--- src/rtl/cntr_pkg.sv ---
// cntr_pkg: FSM state encoding shared by the up/down counter and its next-state decoder.
package cntr_pkg;
   localparam int STATE_W = 3;
   typedef enum logic [STATE_W-1:0] {
      IDLE_STATE = 3'b000,
      LOAD_STATE = 3'b001,
      INC_STATE  = 3'b010,
      INC2_STATE = 3'b011,
      DEC_STATE  = 3'b100,
      DEC2_STATE = 3'b101
   } state_t;
endpackage

--- src/rtl/cntr_updown_ns.sv ---
// cntr_updown_ns: combinational next-state decoder for the two-phase up/down counter FSM.
module cntr_updown_ns
   import cntr_pkg::*;
(
   input  logic               en,
   input  logic               load,
   input  logic               inc,
   input  logic [STATE_W-1:0] state,
   output state_t             next_state
);
   // Codes above DEC2 are illegal and always recover to IDLE.
   always_comb
      next_state = (!en || state > DEC2_STATE) ? IDLE_STATE :
                   load ? LOAD_STATE :
                   inc  ? ((state == INC_STATE) ? INC2_STATE : INC_STATE) :
                          ((state == DEC_STATE) ? DEC2_STATE : DEC_STATE);
endmodule

--- src/rtl/cntr_updown_n.sv ---
// cntr_updown_n: loadable up/down counter with two-phase stepping FSM and terminal-count flags.
// Define CNTR_UPDOWN_SAT_EN to saturate at the range limits instead of wrapping.
module cntr_updown_n
   import cntr_pkg::*;
#(
   parameter int WIDTH = 8,
   parameter int STEP  = 1
) (
   input  logic             clk,
   input  logic             reset_n,
   input  logic             en,
   input  logic             load,
   input  logic             inc,
   input  logic [WIDTH-1:0] d_in,
   output logic [WIDTH-1:0] d_out,
   output logic [2:0]       o_state,
   output logic             tc_up,
   output logic             tc_dn
);
`ifdef CNTR_UPDOWN_SAT_EN
   localparam bit SAT_EN = 1'b1;
`else
   localparam bit SAT_EN = 1'b0;
`endif
   localparam logic [WIDTH:0] STEP_X = (WIDTH+1)'(STEP);
   logic [STATE_W-1:0] state;
   state_t             next_state;
   logic [WIDTH:0]     sum, diff;
   logic [WIDTH-1:0]   up_val, dn_val, d_next;
   cntr_updown_ns u_ns (
      .en         (en),
      .load       (load),
      .inc        (inc),
      .state      (state),
      .next_state (next_state)
   );
   // The extra MSB is the carry (up) or borrow (down) of the step.
   assign sum    = {1'b0, d_out} + STEP_X;
   assign diff   = {1'b0, d_out} - STEP_X;
   assign up_val = (SAT_EN && sum[WIDTH])  ? '1 : sum[WIDTH-1:0];
   assign dn_val = (SAT_EN && diff[WIDTH]) ? '0 : diff[WIDTH-1:0];
   always_comb
      d_next = (next_state == LOAD_STATE) ? d_in :
               (next_state == INC_STATE || next_state == INC2_STATE) ? up_val :
               (next_state == DEC_STATE || next_state == DEC2_STATE) ? dn_val : d_out;
   always_ff @(posedge clk or negedge reset_n) begin
      if (!reset_n) begin
         state <= IDLE_STATE;
         d_out <= '0;
      end else begin
         state <= next_state;
         d_out <= d_next;
      end
   end
   assign o_state = state;
   assign tc_up   = &d_out;
   assign tc_dn   = ~|d_out;
endmodule

--- config.mk ---
export PLATFORM = sky130hd
export DESIGN_NAME = cntr_updown_n
export DESIGN_NICKNAME = d
export VERILOG_FILES = /design/src/rtl/cntr_pkg.sv /design/src/rtl/cntr_updown_ns.sv /design/src/rtl/cntr_updown_n.sv
export SDC_FILE = /design/constraint.sdc
export NUM_CORES = 1
export LEC_CHECK = 0
export CAP_MARGIN = 5
export CORE_ASPECT_RATIO = 1.75
export CORE_MARGIN = 2
export CORE_UTILIZATION = 25
export DETAILED_ROUTE_END_ITERATION = 16
export GPL_TIMING_DRIVEN = 1
export PLACE_DENSITY = 0.58
export SLEW_MARGIN = 20
export SYNTH_ARGS = -nofsm -noshare
export SYNTH_HDL_FRONTEND = slang
export SYNTH_SLANG_ARGS = --single-unit
--- constraint.sdc ---
create_clock -name clk -period 5.9 [get_ports clk]
set_clock_uncertainty 0.15 [all_clocks]
set_input_delay 1.18 -clock clk [delete_from_list [all_inputs] [get_ports clk]]
set_output_delay 1.18 -clock clk [all_outputs]
set_load 0.005 [all_outputs]
# Yosys cells after proc, flatten, opt, wreduce, memory -nomap -nowiden
# Cells that the tools add are included.
[op_classes] add_sub_neg=2 magnitude_cmp=1 n_eq_ne=7 muxes=8 reduce_logical=8
[ops] operator="$mux 8" count=3
[ops] operator="$eq 3x2->1 const B" count=3
[ops] operator="$eq 3x3->1 const B" count=3
[ops] operator="$mux 3" count=3
[ops] operator="$add 8x1->8 const B" count=1
[ops] operator="$reduce_and 8->1" count=1
[ops] operator="$reduce_or 8->1" count=1
[ops] operator="$sub 8x1->8 const B" count=1
[ops] operator="$eq 3x1->1 const B" count=1
[ops] operator="$gt 3x3->1 const B" count=1
[ops] operator="$logic_or 1x1->1" count=3
[ops] operator="$reduce_bool 3->1" count=1
[ops] operator="$logic_not 1->1" count=2
[ops] operator="$mux 1" count=2
[word_totals] register_bits=11 input_bits=13 out_inout_bits=13 word_cells=28

# Depth between registers and ports, before layout
# Gate-level depths: netlist of the first run.
[depth] word_depth=10 ltp_mapped=9 depth_no_buf=9

# Modules after synthesis
# Synthesis of the first run repeated with hierarchy kept, for this count alone.
[hier_totals] cells_unflattened=107 area_unflattened_um2=989.7
[modules_own_cells] module="cntr_updown_n" instances=1 cells_per_inst=100 area_per_inst_um2=929.6 seq_area_each_um2=275.3
[modules_own_cells] module="cntr_updown_ns" instances=1 cells_per_inst=7 area_per_inst_um2=60.1 seq_area_each_um2=0.0

# Worst setup path after synthesis of the first run
# No wires, ideal clock.
[synth_timing] path_kind="input to register" from="input port en" to="register d_out[6]" setup_ps=69 arrival_time_ps=3227 required_ps=5681 setup_slack_ps=2455 cell_stages=9 n_path_buf=0 cell_sequence="a21bo_2 nor3b_2 inv_1 ha_1 nor2b_4 o31a_1 o21a_1 or4_1 nand3_1"
[synth_via] elab_chain_len=7 word_cells_on_any_way=13 cone_classes="eq/ne (5); mux (3); reduce/logical (5)"
[synth_lines] element="from (decl)" line_no="cntr_updown_n.sv:11" rtl="input logic en,"
[synth_lines] element="$logic_not 1->1 (*)" line_no="cntr_updown_ns.sv:13" rtl="next_state = (!en || state > DEC2_STATE) ? IDLE_STATE :"
[synth_lines] element="$logic_or 1x1->1 (*)" line_no="cntr_updown_ns.sv:13"
[synth_lines] element="$mux 3 (*)" line_no="cntr_updown_ns.sv:13"
[synth_lines] element="$eq 3x2->1" line_no="cntr_updown_n.sv:44" rtl="(next_state == INC_STATE || next_state == INC2_STATE) ? up_val :"
[synth_lines] element="$logic_or 1x1->1" line_no="cntr_updown_n.sv:44"
[synth_lines] element="$mux 8" line_no="cntr_updown_n.sv:44"
[synth_lines] element="$mux 8" line_no="cntr_updown_n.sv:43" rtl="d_next = (next_state == LOAD_STATE) ? d_in :"
[synth_lines] element="to (signal assigned)" line_no="cntr_updown_n.sv:52" rtl="d_out <= d_next;"
[synth_lines] element="to (decl)" line_no="cntr_updown_n.sv:15" rtl="output logic [WIDTH-1:0] d_out,"
# Every way passes the cells marked *; elsewhere a longest branch is shown, timed or not.
# A chain may end at the register's enable or synchronous reset.

# Final worst setup path of the first run
# Ends and elaborated chain as after synthesis.

==> reports/metrics.cfg, run 1 <==
[pwr]
cellInternalPower_uw = 219
p_switching_uw = 120
irDropWorstVdd_v = 0.0000803
p_comb_frac = 0.449
powerDensity_mw_per_mm2 = 288
swShare = 0.353
p_leak_uw = 0.000473
clkPwrFrac = 0.224
pwr-share-seq = 0.327

[sta]
tightest_slew_ns = 0.492
slew_headroom = 0.671
fin_crit_ns = 4.00
finalMaxSlewViolations = 0
fin_tns_setup_ns = 0
max_freq_mhz = 250
hold_viol = 0
rsz0062_at_grt = no
finalSetupViolations = 0
setup_ws_ns = 1.90
fin_crit_sh = 0.677

[route]
drt-wirelength-per-cell_um = 12.9
drt-total-wl_mm = 2.20
vias = 850
antenna_left = 0
drc = 0
drt_iter0_drc = 19
drt_pass1_iterations = 4
vias_per_cell = 4.97

[clock_network]
cts_hold_buf = 0
clk_latency_ns = 0.24
clkSlewWorstSetupHoldPaths_ns = 0.05
cts_buffers = 3
postCtsSetupRepairBufs = 0
cts_max_level = 1
cts_root_buffer = clkbuf_8
cts_tree = done
post_cts_resized = 0
cts.sinks = 11
clk_path_buf_depth = 2

[critical_path]
critPathRequiredTime_ns = 5.93
end_kind = flip-flop
reg2regPathDepth = 9
worst_ep_arrival_time_ns = 4.02
cp.depth = 10
worstPathCellList = clkdlybuf4s50_1 > a21bo_2 > nor3b_2 > inv_1 > ha_1 > nor2b_4 > o31a_1 > o21a_1 > or4_1 > nand3_1
worst-path-buf-inv = 2
cp_top_family = simple AND/OR/NAND/NOR gates
critical_path.startpoint_type = primary input
worst-setup-path-type = in -> reg
path_max_fanout = 24
critPathMaxStageDelay_ns = 0.46
crit_slowest_cell = clkdlybuf4s50_1

[synth]
synth_area_leaders = dfrtp_1 (33%), ha_1 (9.0%), a21oi_1 (7.8%)
syn_avg_cell_area_um2 = 8.22
syn_area_um2 = 838
async_flop_share = 1.00
yosys.area.top_type = dfrtp_1
syn_inst = 102
synth_cell_types = 30
ys.flop_type = dfrtp_1
synth_edf_count = 0
syn_nets = 122
yosysWarnings = 0
synth_seq_cells = 11
synth_top_area_share = 0.328
yosysSeqAreaShare = 0.328

[worst_hold_path]
min_path_type = reg -> reg
holdPathStages = 2

[layout]
nets = 149
drive_gt1_frac = 0.0703
layout_common_cells = clkdlybuf4s50_1 (25), a21oi_1 (13), dfrtp_1 (11), nand2_1 (10), o21ai_0 (9)
n_fill_cell = 359
syn2layout_area_growth_pct = 40.7
antennaDiodeCount = 0
layout_commonest_cell = clkdlybuf4s50_1

[grt]
grt_overflow_total = 0
grt_pass1_vias = 812
grt_max_degree = 25
antenna_found_initial = 0
grt_pass1_wl_mm = 3.51
grt_use_total = 0.128

[place]
dp_hpwl_mm = 1.73
pre_cts_ws_ns = 1.68
io_buffers = 25
routabilityCongestion = 0.814

[floorplan]
core-area_mm2 = 0.00318
die-height_um = 80.6
die_area_mm2 = 0.00385
die_w_um = 47.8
row_count = 27
io_pins = 26
start_util = 0.264

[run_status]
outcome = finished, final reports clean

[run]
cap_violations = 0

==> flip-flops by register name, indices dropped and copies added (netlist names) <==
name	count
d_out	8
o_state	3
==> worst paths after layout <==
path | slack, ns | start | to
hold / removal | 0.42 | d_out[4] | d_out[4]
min in group asynchronous | 1.12 | reset_n | d_out[5]
setup reg to reg | 2.90 | o_state[2] | d_out[6]
max in group asynchronous | 4.14 | reset_n | o_state[0]
hold reg to reg | 0.42 | d_out[4] | d_out[4]
setup / recovery | 1.90 | en | d_out[6]
==> tightest hold or removal path: cells and delay by family, from the launching register on <==
family	cells	cell delay (ns)
AO/OA/AOI/OAI	1	0.07
AND/OR/NAND/NOR	1	0.06
flip-flops	1	0.41
==> cell families (layout without fill, tap and decap cells) <==
kind of cell    Yosys count  in the layout  synth area share
buf+inv                   8             34            0.0358
simple gates             41             41             0.272
xor+xnor                  1              1            0.0104
flops                    11             11             0.328
compound gates           34             34             0.240
fa+ha+maj                 7              7             0.113
==> area by class of cell <==
type | instances | area (µm²) | share of cell area
clock buffers | 4 | 45.0 | 0.0382
inverters | 4 | 15.0 | 0.0127
multi-input cells | 83 | 533 | 0.452
flip-flops and latches | 11 | 275 | 0.233
well taps | 43 | 53.8 | 0.0456
repair buffers | 26 | 258 | 0.218
==> stage by stage <==
| step | instance area [µm²] | hold slack [ns] | total power [µW] | instances | util |
|---|---|---|---|---|---|
| final | 1180 | 0.423 | 339 | 171 | 0.372 |
| after global routing | 1180 | 0.461 | 364 | 171 | 0.372 |
| after CTS | 1180 | 0.423 | 342 | 171 | 0.372 |
| after detailed placement | 1130 | 0.411 | 265 | 167 | 0.357 |
| after global placement | 1130 | 0.391 | 262 | 167 | 0.357 |
| after floorplan | 838 | 0.381 | 199 | 102 | - |
==> Yosys cell counts (2+ instances only) <==
library cell  number
nor2_1             8
or4_1              3
nand4_1            2
a21oi_1           13
nor3_1             6
a21o_1             2
o21ai_0            9
a211oi_1           3
inv_1              4
nand3_1            3
o21a_1             3
nand2_1           10
dfrtp_1           11
clkbuf_1           4
ha_1               6
==> power groups by stage <==
stage	combinational, µW	clock, µW	sequential (µW)
6_report	152	75.8	111
5_1_grt	170	79.6	115
4_1_cts	153	77.3	112
3_5_place_dp	152	0	113
3_3_place_gp	150	0	112
2_1_floorplan	90.6	0	108
==> routing by layer <==
| layer | wire (µm) | up-vias | track usage |
|---|---|---|---|
| met5 | 0 | - | 0 |
| met4 | 71 | 0 | 0.0865 |
| met3 | 89 | 5 | 0.0202 |
| met2 | 1180 | 25 | 0.217 |
| met1 | 861 | 396 | 0.133 |
| li1 | - | 424 | - |
No activity file was read; power rests on OpenSTA's default activity.
==> run 2: changes to the inputs <==
--- a/config.mk
+++ b/config.mk
@@ -11,7 +11,7 @@
 export CORE_UTILIZATION = 25
 export DETAILED_ROUTE_END_ITERATION = 16
 export GPL_TIMING_DRIVEN = 1
-export PLACE_DENSITY = 0.58
+export PLACE_DENSITY = 0.6
 export SLEW_MARGIN = 20
 export SYNTH_ARGS = -nofsm -noshare
 export SYNTH_HDL_FRONTEND = slang
==> constraint.sdc (replaced) <==
create_clock -name clk -period 3.55 [get_ports clk]
set_clock_uncertainty 0.15 [all_clocks]
set_input_delay 0.71 -clock clk [delete_from_list [all_inputs] [get_ports clk]]
set_output_delay 0.71 -clock clk [all_outputs]
set_load 0.005 [all_outputs]
==> run 2 against run 1 <==
  * Wire length decreased by 4.6%
  * Final cell count is 1.2% higher
  * Flip-flop and latch count stayed put
  * Via count down 1.4%
  * Critical path depth unchanged
  * Sequential share of layout area shrank 0.29 points
  * Clock-buffer cell count stayed put
  * Critical endpoint unchanged
  * Final area is 1.3% higher
  * Worst setup slack got worse by 1.5 ns
  * Core utilization up 0.47 points
  * Worst hold slack got worse by 0.0046 ns
==> reports/metrics.cfg, run 2 (same netlist as run 1, synthesis figures left out) <==
[run_status]
outcome = finished, final reports clean  ; unchanged

[critical_path]
r2r_end = d_out[6]  ; unchanged
worst-setup-path-type = in -> reg  ; unchanged
path_max_fanout = 6  ; was 24
end_kind = flip-flop  ; unchanged
reg2regPathDepth = 9  ; unchanged
crit_start = en  ; unchanged
critical_path.startpoint_type = primary input  ; unchanged
critPathRequiredTime_ns = 3.57  ; was 5.93 ns
rr_startpoint = o_state[2]  ; unchanged
critPathCapture = d_out[6]  ; unchanged
worst_ep_arrival_time_ns = 3.20  ; was 4.02 ns
reg2reg_slack_ns = 0.91  ; was 2.90 ns

[layout]
largest_reg_flops = 8  ; unchanged
top_register = d_out  ; unchanged
nets = 151  ; was 149
n_fill_cell = 358  ; was 359
layout_common_cells = clkdlybuf4s50_1 (25), a21oi_1 (13), dfrtp_1 (11), nand2_1 (10), o21ai_0 (9)  ; unchanged
layout_commonest_cell = clkdlybuf4s50_1  ; unchanged
drive_gt1_frac = 0.0846  ; was 0.0703
syn2layout_area_growth_pct = 42.5  ; was 40.7%
antennaDiodeCount = 0  ; unchanged

[clock_network]
cts_buffers = 3  ; unchanged
cts_hold_buf = 0  ; unchanged
cts_root_buffer = clkbuf_8  ; unchanged
clk_path_buf_depth = 2  ; unchanged
post_cts_resized = 0  ; unchanged
clkSlewWorstSetupHoldPaths_ns = 0.05  ; about the same
cts_tree = done  ; unchanged
cts_max_level = 1  ; unchanged
cts.sinks = 11  ; unchanged
clk_latency_ns = 0.23  ; was 0.24 ns
postCtsSetupRepairBufs = 0  ; unchanged

[route]
drt-total-wl_mm = 2.10  ; was 2.20 mm
drc = 0  ; unchanged
antenna_left = 0  ; unchanged
drt_pass1_iterations = 4  ; unchanged
vias = 838  ; was 850
drt-wirelength-per-cell_um = 12.1  ; was 12.9 µm
drt_iter0_drc = 13  ; was 19
vias_per_cell = 4.84  ; was 4.97

[pwr]
powerDensity_mw_per_mm2 = 462  ; was 288 mW/mm²
p_leak_uw = 0.000483  ; was 0.000473 µW
irDropWorstVdd_v = 0.000180  ; was 0.0000803 V

[grt]
grt_overflow_total = 0  ; unchanged
grt_use_total = 0.123  ; was 0.128
grt_pass1_wl_mm = 3.48  ; was 3.51 mm
antenna_found_initial = 0  ; unchanged
grt_pass1_vias = 822  ; was 812
grt_max_degree = 24  ; was 25

[worst_hold_path]
hp-start = d_out[3]  ; was d_out[4]
min_path_type = reg -> reg  ; unchanged

[sta]
slew_headroom = 0.676  ; was 0.671
fin_crit_ns = 3.18
hold_viol = 0  ; unchanged
max_freq_mhz = 314
tightest_slew_ns = 0.484  ; was 0.492 ns
fin_tns_setup_ns = 0  ; unchanged
hold_slack_ns = 0.418  ; was 0.423 ns
finalSetupViolations = 0  ; unchanged
rsz0062_at_grt = no  ; unchanged
finalMaxSlewViolations = 0  ; unchanged
fin_crit_sh = 0.896

[floorplan]
row_count = 27  ; unchanged
start_util = 0.264  ; unchanged
die-height_um = 80.6  ; unchanged
io_pins = 26  ; unchanged
die_w_um = 47.8  ; unchanged
die_area_mm2 = 0.00385  ; unchanged
core-area_mm2 = 0.00318  ; unchanged

[place]
dp_hpwl_mm = 1.70  ; was 1.73 mm
routabilityCongestion = 0.856  ; was 0.814
io_buffers = 25  ; unchanged

[run]
cap_violations = 0  ; unchanged

-- run 2: worst min-delay path by stage --
stage | to | cells after the start
finish | d_out[3] | 2
global route | d_out[4] | 2
CTS | d_out[2] | 2
detailed placement | d_out[3] | 2
global placement | d_out[3] | 2
floorplan | d_out[0] | 0
-- run 2: per-layer routing --
layer,wire (µm),part of all wire,up-vias,global-route usage
met3,59,0.028,2,0.0180
met4,34,0.016,0,0.0595
met1,864,0.41,393,0.135
met2,1140,0.54,15,0.213
li1,-,-,428,-
met5,0,0,-,0
-- run 2: power breakdown --
part	internal, µW	total [µW]	switching [µW]
sequential	150	184	34.1
combinational	138	249	112
clock	78.3	119	40.3
total	366	552	186
-- run 2: stage by stage --
stage	worst slack, ns	power [µW]	util	instances	cell area, µm²
finish	0.370	552	0.376	173	1190
floorplan	0.575	330	-	102	838
global route	0.245	600	0.376	173	1190
detailed placement	0.130	436	0.362	169	1150
CTS	0.356	557	0.376	173	1190
global placement	0.147	430	0.362	169	1150
-- run 2: worst max-delay path, stage by stage --
cell and delay (ns):
clkdlybuf4s50_1 0.46, a21bo_2 0.23, nor3b_2 0.18, inv_1 0.14, ha_1 0.34, nor2b_4 0.15
o31a_1 0.25, o21a_1 0.18, or4_1 0.46, nand3_1 0.09
-- run 2: cell type report --
class,instances,area (µm²),share of cell area
clock buffers,4,45.0,0.0377
inverters,4,15.0,0.0126
multi-input cells,83,533,0.446
flip-flops and latches,11,275,0.230
well taps,43,53.8,0.0450
repair buffers,28,273,0.228
